File: src/rtl/rr_port_arbiter.sv
// Round-robin arbiter sharing one downstream val/rdy port among p_nreqs requesters.
// Define RR_PORT_ARBITER_LOCK_EN to hold the grant across multi-beat (in_last=0) bursts.
module rr_port_arbiter #(
  parameter int p_nreqs     = 4,
  parameter int p_nbits     = 32,
  parameter int p_idx_nbits = 2
) (
  input  logic                       clk,
  input  logic                       reset,
  input  logic [p_nreqs-1:0]         in_val,
  output logic [p_nreqs-1:0]         in_rdy,
  input  logic [p_nreqs*p_nbits-1:0] in_msg,
  input  logic [p_nreqs-1:0]         in_last,
  output logic                       out_val,
  input  logic                       out_rdy,
  output logic [p_nbits-1:0]         out_msg,
  output logic                       out_last,
  output logic [p_idx_nbits-1:0]     grant_idx,
  output logic                       locked
);

  localparam logic [0:0] IDLE   = 1'b0;
  localparam logic [0:0] LOCKED = 1'b1;

  logic [p_idx_nbits-1:0] ptr;
  logic [p_idx_nbits-1:0] winner;
  logic [p_idx_nbits-1:0] scan_idx;
  logic [p_idx_nbits-1:0] sel;
  logic                   any_val;
  logic                   is_locked;
  logic                   fire;

  // Modulo increment that also wraps correctly for non-power-of-two counts.
  function automatic logic [p_idx_nbits-1:0] next_idx(input logic [p_idx_nbits-1:0] v);
    return (v == p_idx_nbits'(p_nreqs - 1)) ? '0 : v + 1'b1;
  endfunction

  always_comb begin
    any_val  = 1'b0;
    winner   = ptr;
    scan_idx = ptr;
    for (int unsigned k = 0; k < p_nreqs; k++) begin
      if (!any_val && in_val[scan_idx]) begin
        winner  = scan_idx;
        any_val = 1'b1;
      end
      scan_idx = next_idx(scan_idx);
    end
  end

`ifdef RR_PORT_ARBITER_LOCK_EN
  logic [0:0]             state;
  logic [p_idx_nbits-1:0] owner;

  assign is_locked = (state == LOCKED);
  assign sel       = is_locked ? owner : (any_val ? winner : ptr);

  always_ff @(posedge clk) begin
    if (reset) begin
      ptr   <= '0;
      state <= IDLE;
      owner <= '0;
    end else if (fire) begin
      if (state == LOCKED) begin
        if (out_last) begin
          ptr   <= next_idx(owner);
          state <= IDLE;
        end
      end else if (out_last) begin
        ptr <= next_idx(winner);
      end else begin
        owner <= winner;
        state <= LOCKED;
      end
    end
  end

  a_owner_range: assert property (@(posedge clk) disable iff (reset)
    (state == LOCKED) |-> (32'(owner) < p_nreqs));
`else
  assign is_locked = 1'b0;
  assign sel       = any_val ? winner : ptr;

  always_ff @(posedge clk) begin
    if (reset) begin
      ptr <= '0;
    end else if (fire) begin
      ptr <= next_idx(winner);
    end
  end
`endif

  // While locked the owner stays selected even through gaps in its in_val.
  always_comb begin
    in_rdy    = '0;
    out_val   = 1'b0;
    out_msg   = '0;
    out_last  = 1'b0;
    grant_idx = '0;
    locked    = 1'b0;
    if (!reset) begin
      grant_idx = sel;
      locked    = is_locked;
      if (is_locked || any_val) begin
        out_val     = in_val[sel];
        out_msg     = in_msg[32'(sel)*p_nbits +: p_nbits];
        out_last    = in_last[sel];
        in_rdy[sel] = out_rdy;
      end
    end
  end

  assign fire = out_val & out_rdy;

  a_val_known: assert property (@(posedge clk) disable iff (reset) !$isunknown(in_val));

endmodule

File: config.mk
export PLATFORM = sky130hd
export DESIGN_NAME = rr_port_arbiter
export DESIGN_NICKNAME = d
export VERILOG_FILES = /design/src/rtl/rr_port_arbiter.sv
export SDC_FILE = /design/constraint.sdc
export NUM_CORES = 1
export LEC_CHECK = 0
export ABC_AREA = 0
export BUFFER_PORTS_ARGS = -buffer_cell sky130_fd_sc_hd__buf_2
export CAP_MARGIN = 20
export CELL_PAD_IN_SITES_DETAIL_PLACEMENT = 0
export CELL_PAD_IN_SITES_GLOBAL_PLACEMENT = 1
export CORE_MARGIN = 2
export CORE_UTILIZATION = 23
export CTS_BUF_LIST = sky130_fd_sc_hd__clkbuf_8
export CTS_CLUSTER_DIAMETER = 60
export DETAILED_ROUTE_END_ITERATION = 10
export GPL_ROUTABILITY_DRIVEN = 0
export GPL_TIMING_DRIVEN = 1
export PLACE_DENSITY = 0.87
export REMOVE_ABC_BUFFERS = 1
export SKIP_CTS_REPAIR_TIMING = 1
export SYNTH_ARGS = -nofsm -noshare
export SYNTH_HDL_FRONTEND = slang
export SYNTH_SLANG_ARGS = --single-unit
File: constraint.sdc
create_clock -name clk -period 6.9 [get_ports clk]
set_clock_uncertainty 0.1 [all_clocks]
set_input_delay 0.69 -clock clk [delete_from_list [all_inputs] [get_ports clk]]
set_output_delay 0.69 -clock clk [all_outputs]
set_load 0.01 [all_outputs]
---- Yosys cells after proc, flatten, opt, wreduce, memory -nomap -nowiden ----
Cells that the tools add are included.
cells by class
  add/sub/neg operators ................... 4
  order comparisons ....................... 6
  equality and inequality tests ........... 4
  shift-type cells ........................ 1
  multiplexer cells ....................... 35
  bitwise logic cells ..................... 2
  reduce and logical (&&, ||, !) cells .... 7
operators by type and width
  cell                                                               count
  indexed part select 128 x 8 -> 32 bit                              1
  2-to-1 mux 32 bit                                                  2
  2-to-1 mux 2 bit                                                   9
  < comparator 2 x 3 -> 1 bit, second input constant                 5
  2-to-1 mux 1 bit                                                   15
  binary-select mux 1 bit (select 2 bit)                             6
  adder 2 x 1 -> 2 bit, second input constant                        4
  == test 2 bit, second input constant                               4
  2-to-1 mux 4 bit                                                   2
  AND 4 bit                                                          1
  logical AND 1 bit                                                  4
  logical NOT 1 bit                                                  3
  demux 1 bit (select 2 bit)                                         1
  greater-or-equal comparator 2 x 1 -> 1 bit, second input constant  1
  AND 1 bit                                                          1
word-level totals
  register bits after elaboration ......... 2
  input bits .............................. 139
  output and inout port bits .............. 41
  logic and storage cells ................. 60

---- Logic depth before layout (Yosys ltp) ----
Gate-level depths: netlist of the first run.
  depth in word-level cells ............... 20
  mapped depth ............................ 10
  gate-level depth less buffers ........... 7

---- Worst setup path before layout of the first run ----
Ideal clock, no wire load.
  path kind ............................... input port to output port
  start ................................... in in_val[2]
  end ..................................... out out_msg[10]
  arrival time ............................ 2.437 ns
  required time ........................... 6.110 ns
  slack ................................... 3.673 ns
  cell stages on the path ................. 8
  path buffers ............................ 3
  cells stage by stage .................... clkbuf_1 mux4_1 o31ai_1 o31ai_1 buf_2 buf_2 mux2i_1 o22ai_1
between the ends
  word-level cells in the longest chain between the ends .. 16
  elaborated cells on any way between the ends .. 25
  those cells by class .................... 1 x shift; 18 x mux; 6 x reduce/logical
RTL lines
  item                                                  line  RTL
  start, declared                                       10    input logic [p_nreqs-1:0] in_val,
  binary-select mux 1 bit (select 2 bit)                43    if (!any_val && in_val[scan_idx]) begin
  2-to-1 mux 1 bit (not written as such)                43
  2-to-1 mux 1 bit                                      43
  logical NOT 1 bit                                     43
  logical AND 1 bit                                     43
  2-to-1 mux 1 bit                                      43
  logical NOT 1 bit                                     43
  logical AND 1 bit                                     43
  2-to-1 mux 1 bit                                      43
  logical NOT 1 bit                                     43
  logical AND 1 bit                                     43
  2-to-1 mux 2 bit or 2-to-1 mux 1 bit (tied branches)  43
  2-to-1 mux 2 bit                                      82    assign sel = any_val ? winner : ptr;
  indexed part select 128 x 8 -> 32 bit                 106   out_msg = in_msg[32'(sel)*p_nbits +: p_nbits];
  2-to-1 mux 32 bit *                                   104   if (is_locked || any_val) begin
  2-to-1 mux 32 bit *                                   101   if (!reset) begin
  end, declared                                         16    output logic [p_nbits-1:0] out_msg,
Every way passes the cells marked *; elsewhere a longest branch is shown, timed or not. The select of a mux whose other input is x is not followed.

---- Worst setup path in the final report of the first run ----
  start ................................... reg ptr[0]
  end ..................................... out out_msg[8]
between the ends
  word-level cells in the longest chain between the ends .. 16
  elaborated cells on any way between the ends .. 34
  those cells by class .................... 3 x add/sub; 3 x eq/ne; 1 x shift; 21 x mux; 6 x reduce/logical
RTL lines
  item                                                           line  RTL
  start, declared                                                25    logic [p_idx_nbits-1:0] ptr;
  start signal, assigned                                         88    ptr <= next_idx(winner);
  branches (longest 14 deep; another with adder 2 x 1 -> 2 bit)  n/a
  2-to-1 mux 32 bit *                                            104
  2-to-1 mux 32 bit *                                            101
Every way passes the cells marked *. The select of a mux whose other input is x is not followed.

==> metrics.txt, run 1 <==
run status finished, final reports clean; number of global-route vias before repair a little under 2,000; delay-heaviest family, CP buffers and inverters; CP max stage cell buf_4; TritonCTS buffer count 3; DRT Pass-1 Iters 4; initial antenna violation count 1; drt total wl approximately 5.9 mm; Total Routing Usage GR 0.154; leak pwr roughly 1.3 nW; Sink Count 2; CP Launch Type flip-flop; Area contributors post-synth mux2i_1, o22ai_1, buf_4, buf_6, dfxtp_1; GRT overflow 0; clk buf depth 2; CP peak stage delay 840 ps; max reg flops 2; most frequent cells after synthesis mux2i_1, o22ai_1, buf_4, nor2_1, buf_6; area delta synth->final 61.1%; first-pass GRT wire length 9.07 mm; Initial Util 0.234; launch point of the critical path ptr[0]; CP Max Fanout 70; critical path endpoint category primary output; htree depth 1; met2 usage 0.283; core area around 6300 µm²; DRT iter0 DRCs between 40 and 50; Worst Tran Pin Value approximately 1100 ps; mapped cell area roughly 1500 µm²; maximum vdd drop roughly 200 µV; Req. time, crit path approximately 6000 ps; max_cap viols 0; share of cells above drive strength 1 0.561; biggest regs ptr x2; Die Width between 80 and 90 µm; power per cell area 282 nW/µm²; Worst-path clk slew approximately 30 ps; Buf/Inv on CP 2; worst skew pair latency ~200 ps; Final setup viols 0; Vias/cell slightly below 5; final hold violations 0; Syn Inst Count ~180; die height around 84 µm; Post-synth ARST share 0; IO Count 180; register area share after synthesis 0.0272; Register-to-Register Path Depth 8; Post-synth top flop dfxtp_1; hold crit path type flip-flop to flip-flop; post-DP HPWL ~4.8 mm; crit path to out_msg[8]; Crit path depth 9; #FFs+latches synth 2; maximum clock frequency approximately 240 MHz; Final period util 0.602; GR peak layer met2; CTS root buffer clkbuf_8; Residual DRC 0; met3 GRT Util 0.0237; Util after Layout 0.377; fin cells 419; Post-synth EDFFs 0; unrepaired setup endpoints after global routing no; syn_area_per_cell 8.12 µm²; Tmin final ~4200 ps; post-route ant nets 0; Rows 29; Routed WL per cell 14.0 µm; Port Buffers about 180; yosys warns 0; Slew HR 0.258; reg-to-reg endpoint ptr[1]; Crit Path Class flip-flop to primary output; pin count of the biggest net entering global routing 71; CTS tree built; worst reg2reg path startpoint ptr[0]; count leader, synth mux2i_1; max-slew violations 0; GR Layer Usage met1 0.174; Worst EP arrival 3370 ps; post-synth top area cell mux2i_1; Yosys top cell area share 0.449; R2R Setup Slk around 3900 ps; via count between 2,000 and 2,500; DIE AREA between 7000 and 8000 µm²; CP Cell Sequence ha_1 > or2_1 > mux2_1 > o221ai_1 > o31ai_4 > buf_4 > mux2i_1 > o22ai_1 > buf_2; Antenna diodes 0; Inst Count DP 416; Top reg by flops ptr; Final nets slightly below 500; Synth cell types 43
## how the worst min path moves through the flow
stage	from	endpoint	slack, ps	cells past startpoint
after floorplan	ptr[0]	ptr[0]	400	2
after global placement	ptr[0]	ptr[0]	460	2
after detailed placement	ptr[1]	ptr[1]	480	2
after CTS	ptr[0]	ptr[0]	470	2
after global routing	ptr[0]	ptr[0]	510	2
final	ptr[1]	ptr[1]	480	2
## placed cells by master (no fill, tap or decap), types with 3 or more instances in the layout
cell / instances
nor2_1: 7
clkbuf_8: 3
o22ai_1: 32
nand2b_1: 4
mux2i_1: 66
nor3_1: 4
a211o_1: 3
inv_1: 4
nand2_1: 3
o21ai_0: 3
buf_2: 178
## worst reg2reg max path: cells and delay by family, from the launching register on
| family | cells | cell delay (ps) |
|---|---|---|
| simple gates | 1 | 320 |
| buf+inv | 1 | 840 |
| mux | 1 | 240 |
| fa+ha+maj | 1 | 290 |
| flops | 1 | 380 |
| xor+xnor | 1 | 280 |
| compound gates | 3 | 470 |
## power breakdown
| part | total (mW) | leakage, nW | switching (mW) | internal [mW] |
|---|---|---|---|---|
| logic | 0.603 | 1.24 | 0.317 | 0.287 |
| clock network | 0.0441 | 0.0216 | 0.00737 | 0.0367 |
| registers | 0.0206 | 0.0165 | 0.00593 | 0.0147 |
## area by class of cell
class | count | area (µm²)
clock buffers | 3 | 41.3
inverters | 5 | 18.8
repair buffers | 179 | 898
multi-input cells | 153 | 1270
fillers | 688 | 3910
flip-flops and latches | 2 | 40.0
well taps | 77 | 96.3
## routing by layer
layer | vias up | wire [µm]
met1 | 931 | 2270
met4 | 2 | 133
li1 | 1025 | -
met2 | 91 | 3100
met5 | - | 16
met3 | 10 | 356
## cells by family (layout without fill, tap and decap cells)
logic type | count (synthesis) | in the layout | share of synthesized area
buffers and inverters | 26 | 187 | 0.116
DFF | 2 | 2 | 0.0272
other | 1 | 1 | 0.00255
AOI/OAI and AO/OA | 50 | 50 | 0.234
and+or+nand+nor | 31 | 31 | 0.121
xor gates and xnor gates | 1 | 1 | 0.00596
adders and majority gates | 1 | 1 | 0.00851
muxes | 69 | 69 | 0.485
## stage by stage
stage / setup TNS, ps / instance area [µm²] / worst slack, ps / hold slack, ps / total power [mW]
final: 0 / 2370 / 2740 / 478 / 0.668
after detailed placement: 0 / 2330 / 2870 / 477 / 0.629
after global routing: 0 / 2370 / 2510 / 506 / 0.720
after CTS: 0 / 2370 / 2730 / 473 / 0.674
after floorplan: -125100 / 1320 / -3390 / 405 / 0.584
after global placement: 0 / 2330 / 2890 / 459 / 0.620
(Power assumes the default switching activity.)
==> inputs of run 2 (changes only) <==
- ABC_AREA: 0 -> 1
- CORE_UTILIZATION: 23 -> 22
- PLACE_DENSITY: 0.87 -> 0.81
- clock period: 6.9 -> 4.2 ns (I/O delays scaled with it)
==> run 2 against run 1 <==
Effect of this change: sequential cell count is the same; largest power group unchanged; die area grew 38%; combinational power grew 110%; global-route usage grew 0.27 points; via count grew 55%; utilization shrank 4.2 points; non-clock buffer count grew 6; worst hold slack lost 160 ps; power grew 110%.
==> metrics.txt, run 2 <==
drt total wl 8.15 mm (+39%); power per cell area 476 nW/µm² (+69%); Hold Path Stages 2 (unchanged); pin count of the biggest net entering global routing 70 (-1.4%); Post-synth EDFFs 0 (unchanged); clk buf depth 2 (unchanged); worst skew pair latency 220 ps (+20 ps); max_cap viols 0 (unchanged); setup_tns 0 ps (unchanged); post-DP HPWL 6.08 mm (+27%); Antenna diodes 0 (unchanged); Rows 34 (+17%); max-slew violations 0 (unchanged); most frequent cells in the layout nand2_1, buf_2, nand3_1; Routed WL per cell 11.8 µm (-16%); final hold violations 0 (unchanged); post-route ant nets 0 (unchanged); run status finished, final reports clean; Final setup viols 0 (unchanged); Residual DRC 0 (unchanged); fin cells 689 (+64%); Slew HR 0.519 (+0.261); number of global-route vias before repair 2,952 (+53%); Die Width 98.5 µm (+17%); unrepaired setup endpoints after global routing no; syn_area_per_cell 4.63 µm² (-43%); Post-synth top flop dfxtp_1; CTS tree built; first-pass GRT wire length 13.0 mm (+44%); htree depth 1 (unchanged); DRT iter0 DRCs 116 (+150%); area delta synth->final 48.2%; Worst EP arrival 3080 ps (-290 ps); max reg flops 2 (unchanged); Synth cell types 24 (-44%); Vias/cell 4.62 (-5.9%); yosys warns 0 (unchanged); Area contributors post-synth nand2_1, nand3_1, a21oi_1, buf_2, a21oi_2; die height 98.5 µm (+17%); total power 1.38 mW (+110%); post-synth top area cell nand2_1; IO Count 180 (unchanged); Post-synth ARST share 0 (unchanged); share of cells above drive strength 1 0.367 (-0.195); most frequent cells after synthesis nand2_1, nand3_1, a21oi_1, buf_2, inv_1; leak pwr 1.84 nW (+43%); maximum vdd drop 188 µV (-6.9%); Syn Inst Count 424 (+130%); Worst Tran Pin Value 720 ps (-394 ps); via count 3,185 (+55%); CTS root buffer clkbuf_8; register area share after synthesis 0.0204 (-0.00684); TritonCTS buffer count 3 (unchanged); Worst-path clk slew 30 ps (about the same); mapped cell area 1960 µm² (+34%); Initial Util 0.226 (-0.00799); most common cell after layout, fill and taps aside nand2_1; Final nets 723 (+49%); GRT overflow 0 (unchanged); Inst Count DP 686 (+65%); Final period util 0.857; CP Launch Type flip-flop; maximum clock frequency approximately 280 MHz; CP Max Fanout 69 (-1.4%); initial antenna violation count 0 (-1); count leader, synth nand2_1; critical path endpoint category primary output; Register-to-Register Path Depth 15 (+7); core area 8680 µm² (+38%); Port Buffers 178 (unchanged); Sink Count 2 (unchanged); #FFs+latches synth 2 (unchanged); biggest regs ptr x2; Req. time, crit path 3680 ps (-2430 ps); Yosys top cell area share 0.449 (about the same); Total Routing Usage GR 0.157 (+0.00267); DRT Pass-1 Iters 4 (unchanged); DIE AREA 9700 µm² (+38%); Tmin final 3600 ps; Top reg by flops ptr; hold crit path type input port to flip-flop; Crit Path Class flip-flop to primary output
-- run 2: kinds of logic after synthesis --
family | after synthesis | share of synthesized area
compound gates | 37 | 0.110
other cells | 1 | 0.00191
flops | 2 | 0.0204
simple gates | 337 | 0.732
buf+inv | 46 | 0.130
fa+ha+maj | 1 | 0.00637
-- run 2: layout make-up --
class                   count  area, µm²
multi-input cells         376       1670
repair buffers            185        968
inverters                  15       56.3
fillers                  1011       5770
well taps                 108        135
clock buffers               3       41.3
flip-flops and latches      2       40.0
-- run 2: power by group --
group	switching [mW]	total [mW]	internal (mW)
Clock	0.0205	0.0816	0.0611
Sequential	0.00377	0.0254	0.0217
Combinational	0.816	1.28	0.461
-- run 2: final timing paths --
check        slack, ps   start     endpoint
max reg2reg       1300  ptr[0]       ptr[1]
min                320   reset       ptr[1]
min reg2reg        520  ptr[1]       ptr[1]
max                600  ptr[0]  out_msg[16]
-- run 2: layer usage --
layer,up-vias,routed length (µm),GRT usage
met2,139,4030,0.294
li1,1667,-,-
met5,-,0,0
met4,0,72,0.0263
met3,5,555,0.0199
met1,1374,3490,0.193
-- run 2: stage by stage --
step | worst slack [ps] | hold WS, ps | util | instance area, µm²
6_report | 602 | 321 | 0.335 | 2910
5_1_grt | 317 | 334 | 0.335 | 2910
4_1_cts | 571 | 317 | 0.335 | 2910
3_3_place_gp | 874 | 510 | 0.330 | 2870
3_5_place_dp | 827 | 507 | 0.330 | 2870
2_1_floorplan | 415 | 392 | - | 1760
-- run 2: critical path, cell delays in order, from the launching register on --
cell and delay [ps]:
dfxtp_1 470, ha_1 370, inv_2 160, nand2_1 70, nand2_1 100, nor2_1 70, nor2_2 150, nand3_4 110
nand2_1 100, nand2_2 80, nand2_4 500, nand2_1 150, nand2_1 90, nand2_1 60, a21oi_2 170, buf_2 150
==> inputs of run 3 (changes only) <==
- ABC_AREA: 1 -> 0
- CORE_UTILIZATION: 22 -> 21
- PLACE_DENSITY: 0.81 -> 0.8
==> run 3 against run 2 <==
Effect of this change: critical path depth down 7; sequential cell count stayed put; power fell by 20%; die area shrank 21%; clock power shrank 9.1%.
==> metrics.txt, run 3 (same netlist as run 1, synthesis figures left out) <==
Rows 30 (-12%); CP Launch Type flip-flop; CP peak stage delay 440 ps (-60 ps); Vias/cell 4.50 (-2.7%); unrepaired setup endpoints after global routing no; Worst Tran Pin Value 703 ps (-16.3 ps); Buf/Inv on CP 1 (-1); initial antenna violation count 0 (unchanged); clk buf depth 2 (unchanged); total power 1.11 mW (-20%); Hold Path Stages 2 (unchanged); DIE AREA 7690 µm² (-21%); max_cap viols 0 (unchanged); Residual DRC 0 (unchanged); DRT Pass-1 Iters 4 (unchanged); delay-heaviest family, CP compound AO/OA/AOI/OAI gates; multi-input logic area 1270 µm² (-24%); max reg flops 2 (unchanged); Worst EP arrival 3050 ps (-30 ps); Routed WL per cell 13.5 µm (+14%); run status finished, final reports clean; CP Max Fanout 33 (-52%); CP max stage cell dfxtp_1; Final nets 484 (-33%); Total Routing Usage GR 0.145 (-0.0120); Worst-path clk slew 30 ps (about the same); power per cell area 461 nW/µm² (-3.1%); final hold violations 0 (unchanged); R2R Setup Slk 1630 ps (+330 ps); core area 6790 µm² (-22%); DRT iter0 DRCs 54 (-53%); Req. time, crit path 3680 ps (about the same); Tmin final 3570 ps (-26.7 ps); final worst setup slack 629 ps (+26.7 ps); worst reg2reg path startpoint ptr[0]; Port Buffers 178 (unchanged); Die Width 87.7 µm (-11%); Crit Path Class flip-flop to primary output; maximum clock frequency 280 MHz (+0.75%); post-route ant nets 0 (unchanged); Initial Util 0.216 (-0.00982); hold worst-path end ptr[0]; htree depth 1 (unchanged); GRT overflow 0 (unchanged); worst skew pair latency 210 ps (about the same); first-pass GRT wire length 8.74 mm (-33%); biggest regs ptr x2; DP Worst Slack 823 ps (-4.46 ps); via count 1,970 (-38%); Final period util 0.850 (-0.00636); critical path endpoint category primary output; Register Area 40.0 µm² (unchanged); Top reg by flops ptr; FILL cells 751 (-26%); hold crit path type input port to flip-flop; die height 87.7 µm (-11%); leak pwr 1.29 nW (-30%); most common cell after layout, fill and taps aside buf_2; maximum vdd drop 305 µV (+62%); number of global-route vias before repair 1,803 (-39%); pin count of the biggest net entering global routing 71 (+1.4%); IO Count 180 (unchanged); Final setup viols 0 (unchanged); area delta synth->final 63.6%; Slew HR 0.531 (+0.0120); most frequent cells in the layout buf_2, mux2i_1, o22ai_1; Register-to-Register Path Depth 8 (-7); reg-to-reg endpoint ptr[1]; Hold Crit Start reset; CTS root buffer clkbuf_8; max-slew violations 0 (unchanged); CTS tree built; drt total wl 5.93 mm (-27%); share of cells above drive strength 1 0.561 (+0.195); CP Cell Sequence ha_1 > nor2b_1 > mux2_4 > a211o_1 > a21oi_4 > nand2_2 > o22ai_1 > buf_2; Antenna diodes 0 (unchanged); post-DP HPWL 4.86 mm (-20%); Sink Count 2 (unchanged); TritonCTS buffer count 3 (unchanged)
-- run 3: cell count changes in the layout (fill, tap and decap cells not counted), moves of 3 or more --
| cell | before | now |
|---|---|---|
| nand2b_1 | 0 | 4 |
| buf_4 | 5 | 0 |
| inv_2 | 5 | 1 |
| a21oi_1 | 26 | 2 |
| nand2_2 | 5 | 1 |
| inv_1 | 10 | 4 |
| a21oi_2 | 8 | 0 |
| mux2i_1 | 0 | 66 |
| nand3_1 | 81 | 1 |
| a211o_1 | 0 | 3 |
| o22ai_1 | 0 | 32 |
| nand2_1 | 235 | 3 |
-- run 3: worst max path at each step --
stage                     slack (ps)          end    from  depth (start not counted)
final                            630  out_msg[14]  ptr[1]                          8
after global routing             380  out_msg[14]  ptr[1]                          8
after CTS                        600  out_msg[14]  ptr[1]                          8
after detailed placement         820  out_msg[14]  ptr[1]                          8
after global placement           860  out_msg[14]  ptr[1]                          8
after floorplan                -5770   out_msg[0]  ptr[0]                          7
-- run 3: layout make-up --
type,count,share of cell area
multi-input combinational,153,0.530
tap,96,0.0499
inverter,5,0.00780
clock buffer,3,0.0172
timing repair buffer,179,0.379
sequential,2,0.0166
-- run 3: metrics by stage --
stage	setup TNS, ps	cell area (µm²)	hold slack, ps	cells	util
after floorplan	-218080	1320	389	160	-
after global placement	0	2360	434	435	0.348
after detailed placement	0	2360	455	435	0.348
after CTS	0	2400	380	438	0.354
after global routing	0	2400	395	438	0.354
final	0	2400	382	438	0.354
-- run 3: worst register-to-register path, stage by stage (launching register included) --
cell      delay, ps
dfxtp_1         360
ha_1            250
or2_1           310
mux2_1          230
o221ai_1        160
o31ai_4         290
buf_12          390
xor2_1          280
o21ai_1          70
-- run 3: power by group --
part	switching, mW	internal (mW)
Combinational	0.531	0.470
Sequential	0.00936	0.0242
Clock	0.0137	0.0605
Total	0.554	0.554
-- run 3: routing by layer --
layer / GRT usage / wire length [µm]
met1: 0.174 / 2330
met2: 0.263 / 3190
met4: 0.0545 / 72
met3: 0.0141 / 341
met5: 0 / 0
